$ cat src/rtl/ps2_kb_matrix.sv
// PS/2 keyboard receiver and scancode decoder that maintains a 40-key matrix state
// (8 half-rows x 5 keys, bit index = row*5 + col).
module ps2_kb_matrix #(
    parameter int unsigned TIMEOUT_CYC = 20000
) (
    input  logic        clk,
    input  logic        reset_n,
    input  logic        ps2_clk,
    input  logic        ps2_data,
    output logic [39:0] kb_state,
    output logic [7:0]  scan_code,
    output logic        scan_valid,
    output logic        frame_err
);

    localparam int unsigned TW      = $clog2(TIMEOUT_CYC + 1);
    localparam int unsigned KEYS    = 40;
    localparam int unsigned BITS_W  = 4;
    localparam int unsigned FRAME_W = 11;

    typedef enum logic [1:0] {
        IDLE    = 2'd0,
        BRK     = 2'd1,
        EXT     = 2'd2,
        EXT_BRK = 2'd3
    } dec_state_t;

    logic [2:0]          clk_sync;   // [0],[1] synchronizer, [2] history
    logic [1:0]          data_sync;
    logic [FRAME_W-1:0]  frame_sr;
    logic [BITS_W-1:0]   bit_cnt;
    logic [TW-1:0]       tmo_cnt;
    dec_state_t          state;
    dec_state_t          state_next;
    logic [KEYS-1:0]     kb_next;

    logic                fall_c;
    logic                last_bit_c;
    logic [FRAME_W-1:0]  frame_full_c;
    logic [7:0]          byte_c;
    logic                frame_pass_c;
    logic                byte_ok_c;
    logic                frame_bad_c;
    logic [6:0]          key_hit_idx_c;
    logic [KEYS-1:0]     key_mask_c;

    // Scancode -> {hit, matrix index}
    function automatic logic [6:0] key_index(input logic [7:0] code);
        case (code)
            8'h12: key_index = {1'b1, 6'd0};
            8'h1A: key_index = {1'b1, 6'd1};
            8'h22: key_index = {1'b1, 6'd2};
            8'h21: key_index = {1'b1, 6'd3};
            8'h2A: key_index = {1'b1, 6'd4};
            8'h1C: key_index = {1'b1, 6'd5};
            8'h1B: key_index = {1'b1, 6'd6};
            8'h23: key_index = {1'b1, 6'd7};
            8'h2B: key_index = {1'b1, 6'd8};
            8'h34: key_index = {1'b1, 6'd9};
            8'h15: key_index = {1'b1, 6'd10};
            8'h1D: key_index = {1'b1, 6'd11};
            8'h24: key_index = {1'b1, 6'd12};
            8'h2D: key_index = {1'b1, 6'd13};
            8'h2C: key_index = {1'b1, 6'd14};
            8'h16: key_index = {1'b1, 6'd15};
            8'h1E: key_index = {1'b1, 6'd16};
            8'h26: key_index = {1'b1, 6'd17};
            8'h25: key_index = {1'b1, 6'd18};
            8'h2E: key_index = {1'b1, 6'd19};
            8'h45: key_index = {1'b1, 6'd20};
            8'h46: key_index = {1'b1, 6'd21};
            8'h3E: key_index = {1'b1, 6'd22};
            8'h3D: key_index = {1'b1, 6'd23};
            8'h36: key_index = {1'b1, 6'd24};
            8'h4D: key_index = {1'b1, 6'd25};
            8'h44: key_index = {1'b1, 6'd26};
            8'h43: key_index = {1'b1, 6'd27};
            8'h3C: key_index = {1'b1, 6'd28};
            8'h35: key_index = {1'b1, 6'd29};
            8'h5A: key_index = {1'b1, 6'd30};
            8'h4B: key_index = {1'b1, 6'd31};
            8'h42: key_index = {1'b1, 6'd32};
            8'h3B: key_index = {1'b1, 6'd33};
            8'h33: key_index = {1'b1, 6'd34};
            8'h29: key_index = {1'b1, 6'd35};
            8'h59: key_index = {1'b1, 6'd36};
            8'h3A: key_index = {1'b1, 6'd37};
            8'h31: key_index = {1'b1, 6'd38};
            8'h32: key_index = {1'b1, 6'd39};
            default: key_index = 7'd0;
        endcase
    endfunction

    assign fall_c       = clk_sync[2] & ~clk_sync[1];
    assign last_bit_c   = (bit_cnt == BITS_W'(10));
    assign frame_full_c = {data_sync[1], frame_sr[FRAME_W-1:1]};
    assign byte_c       = frame_full_c[8:1];
    assign frame_pass_c = ~frame_full_c[0] & (^frame_full_c[9:1]) & frame_full_c[10];
    assign byte_ok_c    = fall_c & last_bit_c & frame_pass_c;
    assign frame_bad_c  = fall_c & last_bit_c & ~frame_pass_c;
    assign key_hit_idx_c = key_index(byte_c);
    assign key_mask_c   = key_hit_idx_c[6] ? (KEYS'(1) << key_hit_idx_c[5:0]) : '0;

    // Line synchronizers, frame shifter, bit counter and mid-frame timeout
    always_ff @(posedge clk) begin
        if (!reset_n) begin
            clk_sync   <= 3'b111;
            data_sync  <= 2'b11;
            frame_sr   <= '0;
            bit_cnt    <= '0;
            tmo_cnt    <= '0;
            scan_code  <= '0;
            scan_valid <= 1'b0;
            frame_err  <= 1'b0;
        end else begin
            clk_sync   <= {clk_sync[1:0], ps2_clk};
            data_sync  <= {data_sync[0], ps2_data};
            scan_valid <= 1'b0;
            frame_err  <= 1'b0;
            if (fall_c) begin
                tmo_cnt  <= '0;
                frame_sr <= frame_full_c;
                if (last_bit_c) begin
                    bit_cnt <= '0;
                    if (frame_pass_c) begin
                        scan_code  <= byte_c;
                        scan_valid <= 1'b1;
                    end else begin
                        frame_err <= 1'b1;
                    end
                end else begin
                    bit_cnt <= bit_cnt + BITS_W'(1);
                end
            end else if (bit_cnt == '0) begin
                tmo_cnt <= '0;
            end else if (tmo_cnt == TW'(TIMEOUT_CYC - 1)) begin
                tmo_cnt   <= '0;
                bit_cnt   <= '0;
                frame_err <= 1'b1;
            end else begin
                tmo_cnt <= tmo_cnt + TW'(1);
            end
        end
    end

    // Decoder state and key matrix registers
    always_ff @(posedge clk) begin
        if (!reset_n) begin
            state    <= IDLE;
            kb_state <= '0;
        end else begin
            state    <= state_next;
            kb_state <= kb_next;
        end
    end

    // Make/break/extended decoder; only valid bytes advance it
    always_comb begin
        state_next = state;
        kb_next    = kb_state;
        if (frame_bad_c) begin
            state_next = IDLE;
        end else if (byte_ok_c) begin
            case (state)
                IDLE: begin
                    if (byte_c == 8'hE0) begin
                        state_next = EXT;
                    end else if (byte_c == 8'hF0) begin
                        state_next = BRK;
                    end else if (byte_c == 8'h00 || byte_c == 8'hFF) begin
                        kb_next = '0;
                    end else begin
                        kb_next = kb_state | key_mask_c;
                    end
                end
                BRK: begin
                    kb_next    = kb_state & ~key_mask_c;
                    state_next = IDLE;
                end
                EXT:     state_next = (byte_c == 8'hF0) ? EXT_BRK : IDLE;
                EXT_BRK: state_next = IDLE;
                default: state_next = IDLE;
            endcase
        end
    end

endmodule

$ cat config.mk
export PLATFORM = sky130hd
export DESIGN_NAME = ps2_kb_matrix
export DESIGN_NICKNAME = d
export VERILOG_FILES = /design/src/rtl/ps2_kb_matrix.sv
export SDC_FILE = /design/constraint.sdc
export NUM_CORES = 1
export LEC_CHECK = 0
export BUFFER_PORTS_ARGS = -buffer_cell sky130_fd_sc_hd__buf_4
export CAP_MARGIN = 40
export CORE_MARGIN = 2
export CORE_UTILIZATION = 40
export CTS_CLUSTER_DIAMETER = 40
export DETAILED_ROUTE_END_ITERATION = 7
export PLACE_DENSITY_LB_ADDON = 0.08
export SYNTH_ARGS = -nofsm -noshare
export SYNTH_HDL_FRONTEND = slang
export SYNTH_SLANG_ARGS = --single-unit
$ cat constraint.sdc
create_clock -name clk -period 5 [get_ports clk]
set_clock_uncertainty 0.2 [all_clocks]
set_input_delay 0.25 -clock clk [delete_from_list [all_inputs] [get_ports clk]]
set_output_delay 0.25 -clock clk [all_outputs]
set_load 0.03 [all_outputs]
==> results of run 1 <==
[worst min path at each step]
stage                              endpoint  depth (start not counted)
CTS                 data_sync[1]$_SDFF_PN1_                          2
global route        data_sync[1]$_SDFF_PN1_                          2
finish               clk_sync[0]$_SDFF_PN1_                          2
global placement     clk_sync[1]$_SDFF_PN1_                          1
floorplan            clk_sync[0]$_SDFF_PN1_                          1
detailed placement  data_sync[1]$_SDFF_PN1_                          1
[synthesized netlist by cell type, types with 3 or more instances]
| cell type | n | area share [%] |
|---|---|---|
| a21oi_1 | 104 | 10 |
| a311oi_1 | 3 | 0.52 |
| a31oi_1 | 8 | 0.99 |
| a32oi_1 | 3 | 0.52 |
| a41oi_1 | 4 | 0.69 |
| and2_1 | 3 | 0.37 |
| and3_1 | 3 | 0.37 |
| buf_2 | 11 | 1.1 |
| clkbuf_1 | 25 | 1.9 |
| dfxtp_1 | 93 | 37 |
| ha_1 | 20 | 4.9 |
| inv_1 | 17 | 1.3 |
| inv_2 | 3 | 0.22 |
| mux2_2 | 3 | 0.67 |
| mux2i_1 | 8 | 1.6 |
| nand2_1 | 50 | 3.7 |
| nand2b_1 | 9 | 1.1 |
| nand3_1 | 18 | 1.8 |
| nand3b_1 | 4 | 0.59 |
| nand4_1 | 8 | 0.99 |
| nor2_1 | 99 | 7.3 |
| nor2b_1 | 6 | 0.74 |
| nor3_1 | 16 | 1.6 |
| nor3b_1 | 6 | 0.89 |
| nor4_1 | 3 | 0.37 |
| o211ai_1 | 5 | 0.74 |
| o21a_1 | 3 | 0.45 |
| o21ai_0 | 45 | 4.5 |
| o221a_2 | 4 | 0.89 |
| o22ai_1 | 4 | 0.49 |
| or2_2 | 3 | 0.37 |
| or3_1 | 3 | 0.37 |
| xnor2_1 | 4 | 0.69 |
| xor2_1 | 11 | 1.9 |
[worst register-to-register path, cell delays in order, from the launching register on]
cell,delay [ns]
dfxtp_1,0.53
inv_1,0.21
ha_1,0.33
xnor3_1,0.38
xnor2_2,0.23
nand4_2,0.56
buf_4,0.46
nor2b_4,0.21
and2b_1,0.14
o221a_2,0.17
[power by group]
group	internal (W)	switching (W)	leakage (nW)
clock	0.000407	0.000301	0.151
combinational	0.0000132	0.0000270	1.38
sequential	0.000743	0.00000219	0.750
total	0.00116	0.000330	2.28
[through the flow]
| step | instance area (um^2) | power (W) | setup slack [ns] | std cells |
|---|---|---|---|---|
| 5_1_grt | 5850 | 0.00155 | 1.28 | 858 |
| 4_1_cts | 5850 | 0.00151 | 1.52 | 858 |
| 3_5_place_dp | 5530 | 0.000801 | 1.54 | 840 |
| 6_report | 5850 | 0.00149 | 1.54 | 858 |
| 3_3_place_gp | 5510 | 0.000801 | 1.57 | 837 |
| 2_1_floorplan | 5060 | 0.000792 | 2.29 | 649 |
[layout make-up]
type	instances	area [um^2]
fillers	1283	6610
multi-input cells	496	2940
flip-flops and latches	93	1860
repair buffers	61	458
clock buffers	11	243
well taps	172	215
inverters	20	75.1
clock inverters	5	65.1
[sequential cells by signal (all words and copies together), names as in the netlist, named ones only]
register and flops:
scan_valid 1, bit_cnt 4, tmo_cnt 15, kb_state 40
data_sync 2, clk_sync 3, frame_err 1, state 2
scan_code 8, frame_sr 10
[cell families after synthesis]
logic type / count (synthesis) / synth area share (%)
buffers and inverters: 60 / 5.17
AND/OR/NAND/NOR: 247 / 24.2
XOR/XNOR: 17 / 3.37
AO/OA/AOI/OAI: 201 / 23.3
flip-flops: 93 / 36.8
multiplexers: 11 / 2.25
adder cells (fa/ha/maj): 20 / 4.95
[per-layer routing]
metal	track usage, %	vias to the layer above
met2	32.8	136
met1	27.9	2206
met5	0	-
met3	4.77	22
met4	7.22	0
li1	-	2368
[layout by cell type (no fill, tap or decap), types with 11 or more instances in the layout]
| master | instances |
|---|---|
| nand3_1 | 18 |
| nand2_1 | 50 |
| nor2_1 | 99 |
| a21oi_1 | 103 |
| inv_1 | 17 |
| o21ai_0 | 45 |
| buf_4 | 57 |
| xor2_1 | 11 |
| dfxtp_1 | 93 |
| ha_1 | 20 |
| nor3_1 | 16 |
==> impl_metrics.csv, run 1 <==
group,metric,value,unit
outcome,status,"finished clean",
cts,cts_tree,"done",
critical_path,slowest_stage,"nand4_2",
critical_path,reg2reg_to,"kb_state[6]$_SDFFE_PN0P_",
floorplan,io_pins,54,
floorplan,std_cell_rows,41,
logic_synthesis,synth_edf_count,0,
logic_synthesis,async_flop_share,0,%
timing,slew_headroom,40.9,%
timing,whs,0.149,ns
drt,top_layer_used,"met4",
drt,drt_iter0_drc,304,
worst_hold_path,hold_start,"reset_n",
critical_path,cp_max_fo,27,
finish,area_delta_synth_final,15.8,%
logic_synthesis,synth-seq-area-share,36.8,%
floorplan,initial_core_util,40.6,%
cts,clkSinkCount,93,
logic_synthesis,syn_avg_cell_area,7.79,um^2
drt,via_per_inst,5.52,
critical_path,r2r_cells,9,
worst_hold_path,hold_path.class,"in2reg",
logic_synthesis,synthesis.nets,673,
critical_path,rrSetupSlack,1.54,ns
critical_path,crit_path_end,"kb_state[6]$_SDFFE_PN0P_",
critical_path,crit_type,"reg2reg",
pwr,ir_drop,0.000170,V
critical_path,critical-path-top-delay-family,"simple AND/OR/NAND/NOR gates",
place,place_congestion,0.861,
grt,grt_usage,20.8,%
pwr,p_leak,2.28,nW
cts,holdBufCountCts,2,
floorplan,core_region_area,12500,um^2
logic_synthesis,synthCells,649,
place,dp_hpwl,9520,um
place,io_buffers,53,
logic_synthesis,yosysUniqueCellTypes,63,
critical_path,r2r-start,"frame_sr[9]$_SDFFE_PN0P_",
cts,insertion_delay,0.35,ns
critical_path,cp.depth,9,
critical_path,cpPeakStageDelay,0.56,ns
floorplan,die_width,116,um
logic_synthesis,ys_ff_latch,93,
grt,first_global_vias,4325,
grt,grt_max_degree,61,
grt,antenna_found_initial,0,
cts,cts_root_buf,"clkbuf_16",
critical_path,crit_path_start,"frame_sr[9]$_SDFFE_PN0P_",
finish,drive_above_1_share,14.4,%
cts,cts_resized,0,
timing,finalMaxSlewViolations,0,
timing,period_share,69.2,%
logic_synthesis,yosys_warnings,0,
drt,dr.pass1.iters,4,
drt,wl_per_cell,16.0,um
floorplan,die_area,13600,um^2
cts,clkTransAtPathRegs,0.06,ns
logic_synthesis,synthesis.area,5060,um^2
grt,grt_pass1_wl,22100,um
critical_path,worstPathArrival,3.56,ns
drt,wl,13700,um
timing,finalCriticalPeriod,3.46,ns
cts,numCtsBuffers,9,
timing,hold_viol_final,0,
cts,postCtsSetupRepairBufs,0,
timing,rsz0062_at_grt,"no",
finish,post-route-util,47.0,%
floorplan,die_h,116,um
drt,wl_met3,709,um
drt,ant_nets,0,
pwr,power_density,255,nW/um^2
timing,fmax,0.289,GHz
logic_synthesis,synth_ff_type,"dfxtp_1",
critical_path,cp_cell_sequence,"inv_1 -> ha_1 -> xnor3_1 -> xnor2_2 -> nand4_2 -> buf_4 -> nor2b_4 -> and2b_1 -> o221a_2",
grt,overflow,0,
critical_path,endpoint_kind,"flop",
finish,n_antenna_cell,0,
run,maxCapViolations,0,
drt,met2_length,6240,um
drt,num_vias,4732,
finish,nets,705,
cts,cts_htree_levels,3,
critical_path,crit_required,5.10,ns
critical_path,crit_path_start_kind,"flop",
drt,drc_errors,0,
cts,cts_buffer_depth,2,
timing,finalSetupTns,0,ns
critical_path,worstPathBufferInverterCount,2,
drt,met1_length,6440,um
timing,setup_viol,0,
timing,worstMarginPinSlew,0.886,ns
Note: power is estimated with default switching activity, not from simulation.
==> inputs of run 2 (changes only) <==
Settings changed: ABC_AREA set to 1.
Clock period 5 ns to 3.2 ns, I/O delays scaled along.
==> run 2 against run 1 <==
Net effect: cell count up 38%; largest power group unchanged; core utilization fell by 0.73 points; non-clock buffer count up 2; clock power rose by 54%; combinational power grew to 3.6 times the previous value; synthesized cell count up 48%.
==> impl_metrics.csv, run 2 <==
group,metric,value,unit
logic_synthesis,synth-seq-area-share,32.0,%
logic_synthesis,synthesis.nets,982,
pwr,p_leak,3.11,nW
logic_synthesis,synth_top_family_by_area,"simple AND/OR/NAND/NOR gates",
logic_synthesis,yosysTopAreaCell,"dfxtp_1",
cts,cts_buffer_depth,2,
pwr,power_density,361,nW/um^2
logic_synthesis,yosys.cell_count.top_type,"nand2_1",
place,io_buffers,53,
outcome,status,"finished clean",
cts,insertion_delay,0.36,ns
place,pre_cts_slack,0.643,ns
floorplan,die_width,125,um
critical_path,cp_cell_sequence,"inv_1 -> ha_1 -> nand2_1 -> inv_1 -> nand3_1 -> nand2_1 -> nand2_1 -> buf_4 -> nand3_1 -> and2_1 -> nor2_1",
drt,drt_iter0_drc,438,
critical_path,worstPathArrival,2.67,ns
timing,finalSetupTns,0,ns
grt,grt_max_degree,68,
floorplan,die_h,125,um
logic_synthesis,synthCells,958,
logic_synthesis,synth_compound_area_share,7.99,%
timing,rsz0062_at_grt,"no",
timing,period_share,80.5,%
drt,ant_nets,0,
pwr,ir_drop,0.000263,V
critical_path,critical-path-top-delay-family,"simple AND/OR/NAND/NOR gates",
logic_synthesis,synth_xor_area_share,0.902,%
finish,post-route-util,46.2,%
floorplan,std_cell_rows,44,
critical_path,crit_required,3.29,ns
finish,reg.largest.list,"kb_state: 40 flops, tmo_cnt: 15 flops, frame_sr: 10 flops",
critical_path,worstPathBufferInverterCount,3,
place,place_congestion,0.843,
logic_synthesis,ys_ff_latch,93,
critical_path,endpoint_kind,"flop",
timing,slew_headroom,49.5,%
timing,whs,0.215,ns
cts,clkSinkCount,93,
place,dp_hpwl,10300,um
critical_path,slowest_stage,"nand2_1",
logic_synthesis,synth_ff_type,"dfxtp_1",
timing,setup_viol,0,
cts,cts_htree_levels,3,
critical_path,cpPeakStageDelay,0.55,ns
logic_synthesis,yosys_warnings,0,
grt,overflow,0,
finish,largest_register,"kb_state",
logic_synthesis,yosysTopAreaCellShare,32.0,%
drt,dr.pass1.iters,5,
floorplan,initial_core_util,40.6,%
logic_synthesis,syn_avg_cell_area,6.08,um^2
drt,wl,14600,um
cts,cts_root_buf,"clkbuf_16",
grt,grt_usage,18.9,%
timing,fmax,0.388,GHz
logic_synthesis,synth_adder_area_share,4.29,%
grt,antenna_found_initial,0,
grt,first_global_vias,4871,
drt,num_vias,5635,
logic_synthesis,synthMuxAreaShare,0,%
critical_path,rrSetupSlack,0.62,ns
timing,worstMarginPinSlew,0.756,ns
timing,finalWorstSetupSlack,0.623,ns
logic_synthesis,yosysUniqueCellTypes,34,
timing,finalCriticalPeriod,2.58,ns
finish,drive_above_1_share,11.3,%
finish,nets,1020,
timing,hold_viol_final,0,
finish,area_delta_synth_final,14.0,%
critical_path,crit_type,"reg2reg",
logic_synthesis,synth_area_leaders,"dfxtp_1, nand2_1, nor2_1, inv_1, nand3_1",
logic_synthesis,async_flop_share,0,%
logic_synthesis,synth_top_cells_by_count,"nand2_1, nor2_1, inv_1",
worst_hold_path,hold_path.class,"reg2reg",
cts,cts_resized,0,
finish,largest_reg_flops,40,
floorplan,core_region_area,14400,um^2
floorplan,die_area,15500,um^2
logic_synthesis,yosys.area_share.simple,42.1,%
finish,most-common-layout-cells,"nand2_1, nor2_1, inv_1, nand3_1, dfxtp_1",
finish,layout_commonest_cell,"nand2_1",
drt,via_per_inst,4.76,
critical_path,crit_path_start_kind,"flop",
timing,finalMaxSlewViolations,0,
cts,numCtsBuffers,9,
floorplan,io_pins,54,
run,maxCapViolations,0,
cts,cts_tree,"done",
logic_synthesis,synthesis.area,5830,um^2
drt,drc_errors,0,
finish,n_antenna_cell,0,
logic_synthesis,synth_edf_count,0,
cts,postCtsSetupRepairBufs,0,
critical_path,cp_max_fo,21,
grt,grt_pass1_wl,24400,um
critical_path,cp_common_cell,"nand2_1",
cts,clkTransAtPathRegs,0.08,ns
drt,wl_per_cell,12.3,um
## run 2: cell count changes after synthesis, moves of 6 or more
cell and change:
nor2b_1 -6, o21ai_0 -9, inv_1 +123, nor2_1 +52, nand2b_1 -9, clkbuf_1 -14
nor2_2 +9, nand2_1 +204, nand3_1 +79, nand2_2 +7, a31oi_1 -8, xor2_1 -6
a21oi_1 -67, mux2i_1 -8
## run 2: through the flow
step | instance area, um^2 | std cells | power, W
finish | 6640 | 1185 | 0.00240
global route | 6640 | 1185 | 0.00250
CTS | 6640 | 1185 | 0.00244
detailed placement | 6310 | 1166 | 0.00134
global placement | 6310 | 1166 | 0.00134
floorplan | 5830 | 958 | 0.00131
## run 2: layer usage
metal | vias to the layer above | part of all wire (%) | track usage [%]
met5 | - | 0 | 0
met4 | 0 | 1.3 | 6.54
met3 | 11 | 3.6 | 3.18
met2 | 120 | 45 | 29.9
met1 | 2462 | 50 | 26.0
li1 | 3042 | - | -
## run 2: cell type report
cell class,instances,area [um^2]
Fill cell,1546,7730
Multi-Input combinational cell,683,3220
Sequential cell,93,1860
Inverter,146,548
Timing Repair Buffer,63,480
Tap cell,184,230
Clock buffer,9,225
Clock inverter,7,73.8
## run 2: power by group
part	internal [W]	switching (W)
Clock	0.000555	0.000532
Sequential	0.00116	0.00000513
Combinational	0.0000443	0.000100
## run 2: what timing repair did
| action | 4_1_cts | 5_1_grt |
|---|---|---|
| setup endpoints to repair | 0 | 0 |
| hold endpoints to repair | 14 | 0 |
| hold buffers | 3 | 0 |
## run 2: logic make-up after synthesis
kind of cell,after synthesis
XOR/XNOR,6
adder cells (fa/ha/maj),20
buffers and inverters,182
flip-flops,93
AND/OR/NAND/NOR,572
AO/OA/AOI/OAI,85
## run 2: path summary, 6_finish.rpt
check | depth (start not counted) | endpoint | startpoint
hold reg to reg | 1 | clk_sync[1]$_SDFF_PN1_ | clk_sync[0]$_SDFF_PN1_
hold / removal | 1 | clk_sync[1]$_SDFF_PN1_ | clk_sync[0]$_SDFF_PN1_
setup / recovery | 11 | kb_state[3]$_SDFFE_PN0P_ | frame_sr[4]$_SDFFE_PN0P_
setup reg to reg | 11 | kb_state[3]$_SDFFE_PN0P_ | frame_sr[4]$_SDFFE_PN0P_
## run 2: worst reg2reg max path, cell delays in order, from the launching register on
cell and delay [ns]:
dfxtp_1 0.42, inv_1 0.09, ha_1 0.20, nand2_1 0.12
inv_1 0.09, nand3_1 0.07, nand2_1 0.05, nand2_1 0.55
buf_4 0.37, nand3_1 0.10, and2_1 0.16, nor2_1 0.09
